## src/rtl/module_demux_sp.sv

```systemverilog
// Serial-to-parallel I/Q demultiplexer: re-pairs tagged I/Q words, buffers the
// pairs in a show-ahead FIFO and counts sequence errors and overflow drops.
module module_demux_sp #(
    parameter int DATA_WIDTH = 24,
    parameter int FIFO_DEPTH = 4,
    parameter int CNT_WIDTH  = 8
) (
    input  logic                          CLK,
    input  logic                          RST,
    input  logic [DATA_WIDTH-1:0]         Data_In,
    input  logic                          Data_In_Valid,
    input  logic [3:0]                    Data_In_ChIdx,
    output logic [DATA_WIDTH-1:0]         Data_Out_I,
    output logic [DATA_WIDTH-1:0]         Data_Out_Q,
    output logic                          Data_Out_Valid,
    input  logic                          Data_Out_Ready,
    output logic [$clog2(FIFO_DEPTH):0]   Fifo_Level,
    output logic [CNT_WIDTH-1:0]          Seq_Err_Cnt,
    output logic [CNT_WIDTH-1:0]          Drop_Cnt
);

    localparam int AW = $clog2(FIFO_DEPTH);
    localparam int LW = AW + 1;
    localparam logic [LW-1:0] FULL_LEVEL = LW'(FIFO_DEPTH);

    typedef enum logic {
        WAIT_I = 1'b0,
        WAIT_Q = 1'b1
    } state_t;

    state_t                      state_q, state_d;
    logic [DATA_WIDTH-1:0]       iHold_q, iHold_d;
    logic [AW-1:0]               wrPtr_q, wrPtr_d;
    logic [AW-1:0]               rdPtr_q, rdPtr_d;
    logic [LW-1:0]               level_q, level_d;
    logic [CNT_WIDTH-1:0]        seqErrCnt_q, seqErrCnt_d;
    logic [CNT_WIDTH-1:0]        dropCnt_q, dropCnt_d;
    logic [2*DATA_WIDTH-1:0]     mem [FIFO_DEPTH];
    logic [2*DATA_WIDTH-1:0]     headWord;

    logic isI, isQ, pairDone, seqErr;
    logic full, empty, push, pop, drop;

    assign isI = Data_In_Valid && (Data_In_ChIdx == 4'd1);
    assign isQ = Data_In_Valid && (Data_In_ChIdx == 4'd2);

    always_comb begin
        state_d  = state_q;
        iHold_d  = iHold_q;
        pairDone = 1'b0;
        seqErr   = 1'b0;
        case (state_q)
            WAIT_I: begin
                if (isI) begin
                    iHold_d = Data_In;
                    state_d = WAIT_Q;
                end else if (isQ) begin
                    seqErr = 1'b1;
                end
            end
            WAIT_Q: begin
                if (isQ) begin
                    pairDone = 1'b1;
                    state_d  = WAIT_I;
                end else if (isI) begin
                    iHold_d = Data_In;
                    seqErr  = 1'b1;
                end
            end
            default: state_d = WAIT_I;
        endcase
    end

    // A full FIFO still accepts a pair when the head leaves in the same cycle.
    assign full  = (level_q == FULL_LEVEL);
    assign empty = (level_q == '0);
    assign pop   = !empty && Data_Out_Ready;
    assign push  = pairDone && (!full || pop);
    assign drop  = pairDone && !push;

    always_comb begin
        wrPtr_d     = push ? wrPtr_q + AW'(1) : wrPtr_q;
        rdPtr_d     = pop  ? rdPtr_q + AW'(1) : rdPtr_q;
        level_d     = level_q;
        if (push && !pop) level_d = level_q + LW'(1);
        if (pop && !push) level_d = level_q - LW'(1);
        seqErrCnt_d = (seqErr && (seqErrCnt_q != '1)) ? seqErrCnt_q + CNT_WIDTH'(1) : seqErrCnt_q;
        dropCnt_d   = (drop && (dropCnt_q != '1)) ? dropCnt_q + CNT_WIDTH'(1) : dropCnt_q;
    end

    always_ff @(posedge CLK or posedge RST) begin
        if (RST) begin
            state_q     <= WAIT_I;
            iHold_q     <= '0;
            wrPtr_q     <= '0;
            rdPtr_q     <= '0;
            level_q     <= '0;
            seqErrCnt_q <= '0;
            dropCnt_q   <= '0;
        end else begin
            state_q     <= state_d;
            iHold_q     <= iHold_d;
            wrPtr_q     <= wrPtr_d;
            rdPtr_q     <= rdPtr_d;
            level_q     <= level_d;
            seqErrCnt_q <= seqErrCnt_d;
            dropCnt_q   <= dropCnt_d;
        end
    end

    always_ff @(posedge CLK) begin
        if (push) mem[wrPtr_q] <= {iHold_q, Data_In};
    end

    // Storage is not reset, so the head is masked to zero whenever nothing is valid.
    assign headWord       = mem[rdPtr_q];
    assign Data_Out_Valid = !empty;
    assign Data_Out_I     = Data_Out_Valid ? headWord[2*DATA_WIDTH-1:DATA_WIDTH] : '0;
    assign Data_Out_Q     = Data_Out_Valid ? headWord[DATA_WIDTH-1:0] : '0;
    assign Fifo_Level     = level_q;
    assign Seq_Err_Cnt    = seqErrCnt_q;
    assign Drop_Cnt       = dropCnt_q;

endmodule

```

## config.mk

```make
export PLATFORM = sky130hd
export DESIGN_NAME = module_demux_sp
export DESIGN_NICKNAME = d
export VERILOG_FILES = /design/src/rtl/module_demux_sp.sv
export SDC_FILE = /design/constraint.sdc
export NUM_CORES = 1
export LEC_CHECK = 0
export BUFFER_PORTS_ARGS = -buffer_cell sky130_fd_sc_hd__buf_2
export CORE_UTILIZATION = 55
export CTS_BUF_LIST = sky130_fd_sc_hd__clkbuf_8 sky130_fd_sc_hd__clkbuf_16
export DETAILED_ROUTE_END_ITERATION = 8
export GPL_ROUTABILITY_DRIVEN = 0
export GPL_TIMING_DRIVEN = 1
export PLACE_DENSITY = 0.85
export SKIP_LAST_GASP = 1
export SLEW_MARGIN = 15
export SYNTH_ARGS = -nofsm -noshare
export SYNTH_HDL_FRONTEND = slang
export SYNTH_SLANG_ARGS = --single-unit
```

## constraint.sdc

```tcl
create_clock -name CLK -period 3.05 [get_ports CLK]
set_input_delay 0.4575 -clock CLK [delete_from_list [all_inputs] [get_ports CLK]]
set_output_delay 0.4575 -clock CLK [all_outputs]
set_load 0.05 [all_outputs]
```

# == Word-level counts from Yosys, hierarchy flattened ==
# Memory sizes are Yosys's and may differ from the RTL's.
# Cells that the tools add are included.
# word_totals
memories,1
input_bits,32
mem_bits_rw,192
register_bits,48
out_inout_bits,68
elab_cells,54
# op_classes
n_eq_ne,6
n_bitwise,1
n_reduce_logical,16
muxes,17
addsub,6
# mem_list
name,depth,width,read_ports,rd_ports_with_merged_regs,wr,line,rtl
mem,4,48,1,0,1,38,logic [2*DATA_WIDTH-1:0] mem [FIFO_DEPTH];
# op_table
op,n
24-bit two-way mux,4
24-bit one-hot mux with 2 select lines,1
8-bit by 1-bit adder with 8-bit output (second input constant),2
8-bit inequality test (second input constant),2
1-bit logical AND,9
1-bit two-way mux,8
3-bit two-way mux,2
2-bit by 1-bit adder with 2-bit output (second input constant),2
4-bit by 1-bit equality test with 1-bit output (second input constant),1
4-bit by 2-bit equality test with 1-bit output (second input constant),1
1-bit zero test,4
1-bit one-hot mux with 2 select lines,2
3-bit by 1-bit adder with 3-bit output (second input constant),1
3-bit equality test (second input constant),1
3-bit zero test,1
3-bit by 1-bit subtractor with 3-bit output (second input constant),1
2-bit inequality test (second input constant),1
2-bit nonzero test,1
1-bit logical OR,1
1-bit inverter,1

# == Depth between registers and ports, before layout ==
# logic_depth
word_depth,8
depth_mapped,10
depth_no_buf,10

# == Worst setup path before layout ==
# Ideal clock, no wire load.
# synth_path
path_type,register -> register
from,"register level_q[0], in the netlist Fifo_Level[0]"
to,memory mem[0][0] in the netlist's numbering (enable)
period_less_slack_ns,2.754
setup_slack_ns,0.296
t_arrival_ns,2.343
path_buffers,0
path_stages_with_launch,4
required_ns,2.640
setup_ns,0.410
path_cell_list,dfrtp_1 -> nor4b_4 -> nor2_1 -> and2_1
# synth_via
elab_chain_len,7
elab_cells_between_ends,9
cone_classes,1 x eq/ne; 2 x mux; 6 x reduce/logical
# synth_lines
item,line,rtl
start: declaration,35,"logic [LW-1:0] level_q, level_d;"
start signal: assignment,105,level_q <= level_d;
3-bit zero test,76,assign empty = (level_q == '0);
1-bit zero test,77,assign pop = !empty && Data_Out_Ready;
1-bit logical AND,77,
1-bit logical OR *,78,assign push = pairDone && (!full || pop);
1-bit logical AND *,78,
1-bit two-way mux *,112,"if (push) mem[wrPtr_q] <= {iHold_q, Data_In};"
1-bit two-way mux (implied by the code) *,112,
end: declaration,38,
# Every way passes the cells marked *; elsewhere a longest branch is shown, timed or not.

# == Worst setup path after layout ==
# layout_path
from,register rdPtr_q[0]
to,output Data_Out_I[5]
# layout_via
elab_chain_len,2
# layout_lines
item,line,rtl
start: declaration,34,"logic [AW-1:0] rdPtr_q, rdPtr_d;"
start signal: assignment,104,rdPtr_q <= rdPtr_d;
memory 4 x 48 bit,n/a,
24-bit two-way mux,118,assign Data_Out_I = Data_Out_Valid ? headWord[2*DATA_WIDTH-1:DATA_WIDTH] : '0;
end: declaration,13,"output logic [DATA_WIDTH-1:0] Data_Out_I,"
# Every way passes these cells.

==> metrics.cfg <==
[place]
dpl_cell_area_um2=10200
post-dp-hpwl_um=10200
portBuffers=99

[sta]
holdWs_ps=71.7
max_freq_mhz=356
period_minus_slack_ps=2810
tightest_slew_ps=730
drv_slew=0
rsz0062_at_grt=false
tns_ps=0
setup_viol=0
skew_ps=7.26
finalCritPeriodShare=0.921
slew_headroom=0.512
final-hold-violation-count=0

[pwr]
finalPower_w=0.0106
intPower_w=0.00673
irDropWorstVdd_uv=691
p_clk_frac=0.266
powerDensity_nw_per_um2=964
p_comb_frac=0.360
p_switching_w=0.00391
power_leakage_nw=4.13
p_sw_frac=0.368
p_seq_frac=0.374

[final_layout]
area_growth_syn_to_layout_pct=17.4
final_layout_size_suffix_gt1_frac=0.384
final_common_cell=edfxtp_1
num-nets-final=631
final_cell_mix=192 x edfxtp_1, 99 x buf_2, 49 x and2_1
diodes=0
stdcell_area_um2=11000

[setup_path]
cp_cell_sequence=buf_4 -> mux4_2 -> and2_1 -> buf_2
cp_top_family=flip-flops
r2r_start=Fifo_Level[0]
worstSetupPathType=reg2out
cp_data_required_time_ps=2590
max_stage_delay_ps=660
startpoint_type=flip-flop
worstPathMaxFanout=16
path_depth=4
r2r_cells=9
cpMaxStageDelayCell=dfrtp_4
rrSetupSlack_ps=790
arrival_ps=2350
worstReg2RegEnd=Fifo_Level[2]
crit_path_end_kind=output port
critPathLaunch=rdPtr_q[0]
cp-endpoint=Data_Out_I[5]
critical_path_buf_inv_count=2

[cts]
clk-insertion-delay-late_ps=510
numCtsBuffers=24
htree_levels=1
cts_tree=built
cts-root-buf=clkbuf_16
cts.path.max_buffers=3
cts_sinks=240
cts.clk_slew.worst_paths_ps=60

[global_routing]
gr-usage-met2=0.383
grt_antenna_before_repair=0
use_met1=0.278
grt.overflow.total=0
grt_max_degree=50
grt_pass1_wl_um=28700
grt_usage=0.218
first_global_vias=5047
grtUsageMet3=0.0345
busiest_layer=met2

[detailed_routing]
route.detailed.drc=0
dr.pass1.iters=5
drtAntennaViolNets=0
wirelength_um=18000
initialDrtViolationCount=233
wl_per_cell_um=21.7
avgViaCountPerCell=5.75
route.vias.total=4768

[synth]
synthesis.nets=512
synth_seq_cells=240
synthesis.instances=472
synth_ff_type=edfxtp_1
yosysSeqAreaShare=0.741
async_reset_ff_frac=0.200
synth_cell_types=36
syn_area_per_cell_um2=19.9
syn-cell-area_um2=9400
yosys_warnings=0
synth_edf_count=192

[floorplan]
start_util=0.565
fp.dieW_um=133
num_rows=47
pin_count=100
die-area_um2=17600
core_area_um2=16600
die_h_um=133

[min_path]
hp-class=in2async

[job]
maxCapViolations=0

[status]
status=finished clean

## flip-flops by register name, indices dropped and copies added (netlist names)
register	cells
Seq_Err_Cnt	8
Drop_Cnt	8
Fifo_Level	3
state_q	1
iHold_q	24
wrPtr_q	2
mem	192
rdPtr_q	2
## final cells by class
cell class | count | area, um^2
Inverter | 9 | 33.8
Tap cell | 220 | 275
Sequential cell | 240 | 6970
Fill cell | 1084 | 5600
Timing Repair Buffer | 111 | 656
Clock inverter | 17 | 121
Multi-Input combinational cell | 205 | 2330
Clock buffer | 27 | 653
## cells in the mapped netlist, drive strengths merged, types with 2 or more instances
library cell	instances	area, um^2
xnor2	3	26.3
edfxtp	192	5770
nor3	4	20.0
mux4	48	1080
ha	7	87.6
nand2	7	28.8
inv	9	33.8
nand3	7	35.0
mux2	29	327
xor2	13	114
nor2	10	37.5
nand4	3	33.8
nor4b	3	47.5
o32a	2	20.0
nor3b	2	26.3
clkbuf	8	30.0
buf	10	47.6
dfrtp	48	1200
nor4	4	25.0
nand2b	2	12.5
and2	53	332
## metal layers
| metal | part of all wire | up-vias |
|---|---|---|
| met1 | 0.39 | 2475 |
| met5 | 0 | - |
| met3 | 0.057 | 34 |
| met4 | 0.025 | 0 |
| li1 | - | 2078 |
| met2 | 0.53 | 181 |
## per-stage QoR
step                      utilization  setup WS (ps)  instances
after floorplan                     -            296        472
after global placement          0.615            536        784
after detailed placement        0.615            514        784
after CTS                       0.664            174        829
after global routing            0.664            118        829
final                           0.664            241        829
## worst min path at each step
stage | start | to | slack [ps]
6_report | RST | Seq_Err_Cnt[3] | 70
5_1_grt | RST | Seq_Err_Cnt[3] | 140
4_1_cts | RST | Seq_Err_Cnt[3] | 90
3_5_place_dp | iHold_q[20] | mem[3][44] | 490
3_3_place_gp | iHold_q[6] | mem[2][30] | 480
2_1_floorplan | iHold_q[0] | mem[0][24] | 470
## cells by family after synthesis
kind of cell	Yosys count	synth area share
AO/OA/AOI/OAI	4	0.00359
XOR/XNOR	16	0.0149
adder cells (fa/ha/maj)	8	0.0114
buffers and inverters	27	0.0118
flip-flops	240	0.741
multiplexers	78	0.151
AND/OR/NAND/NOR	99	0.0667
## power by group through the flow
stage | Combinational [W] | Clock, W | Sequential [W]
after floorplan | 0.00292 | 0 | 0.00406
after global placement | 0.00370 | 0 | 0.00407
after detailed placement | 0.00374 | 0 | 0.00410
after CTS | 0.00388 | 0.00289 | 0.00399
after global routing | 0.00403 | 0.00302 | 0.00402
final | 0.00383 | 0.00283 | 0.00398
## worst reg2reg max path: stages (launching register included)
cell	delay, ps
dfrtp_1	460
nor4b_4	380
nor2_1	210
inv_1	100
ha_1	190
inv_1	60
fa_1	370
xor2_1	150
nor2_1	110
xor2_1	160
## repair_timing
item | 4_1_cts | 5_1_grt
hold buffers | 0 | 0
resized for setup | 0 | 0
endpoints found under the hold margin | 0 | 0
buffers inserted | 1 | 0
endpoints found under the setup margin | 5 | 0
Power figures use the tool's default switching activity.
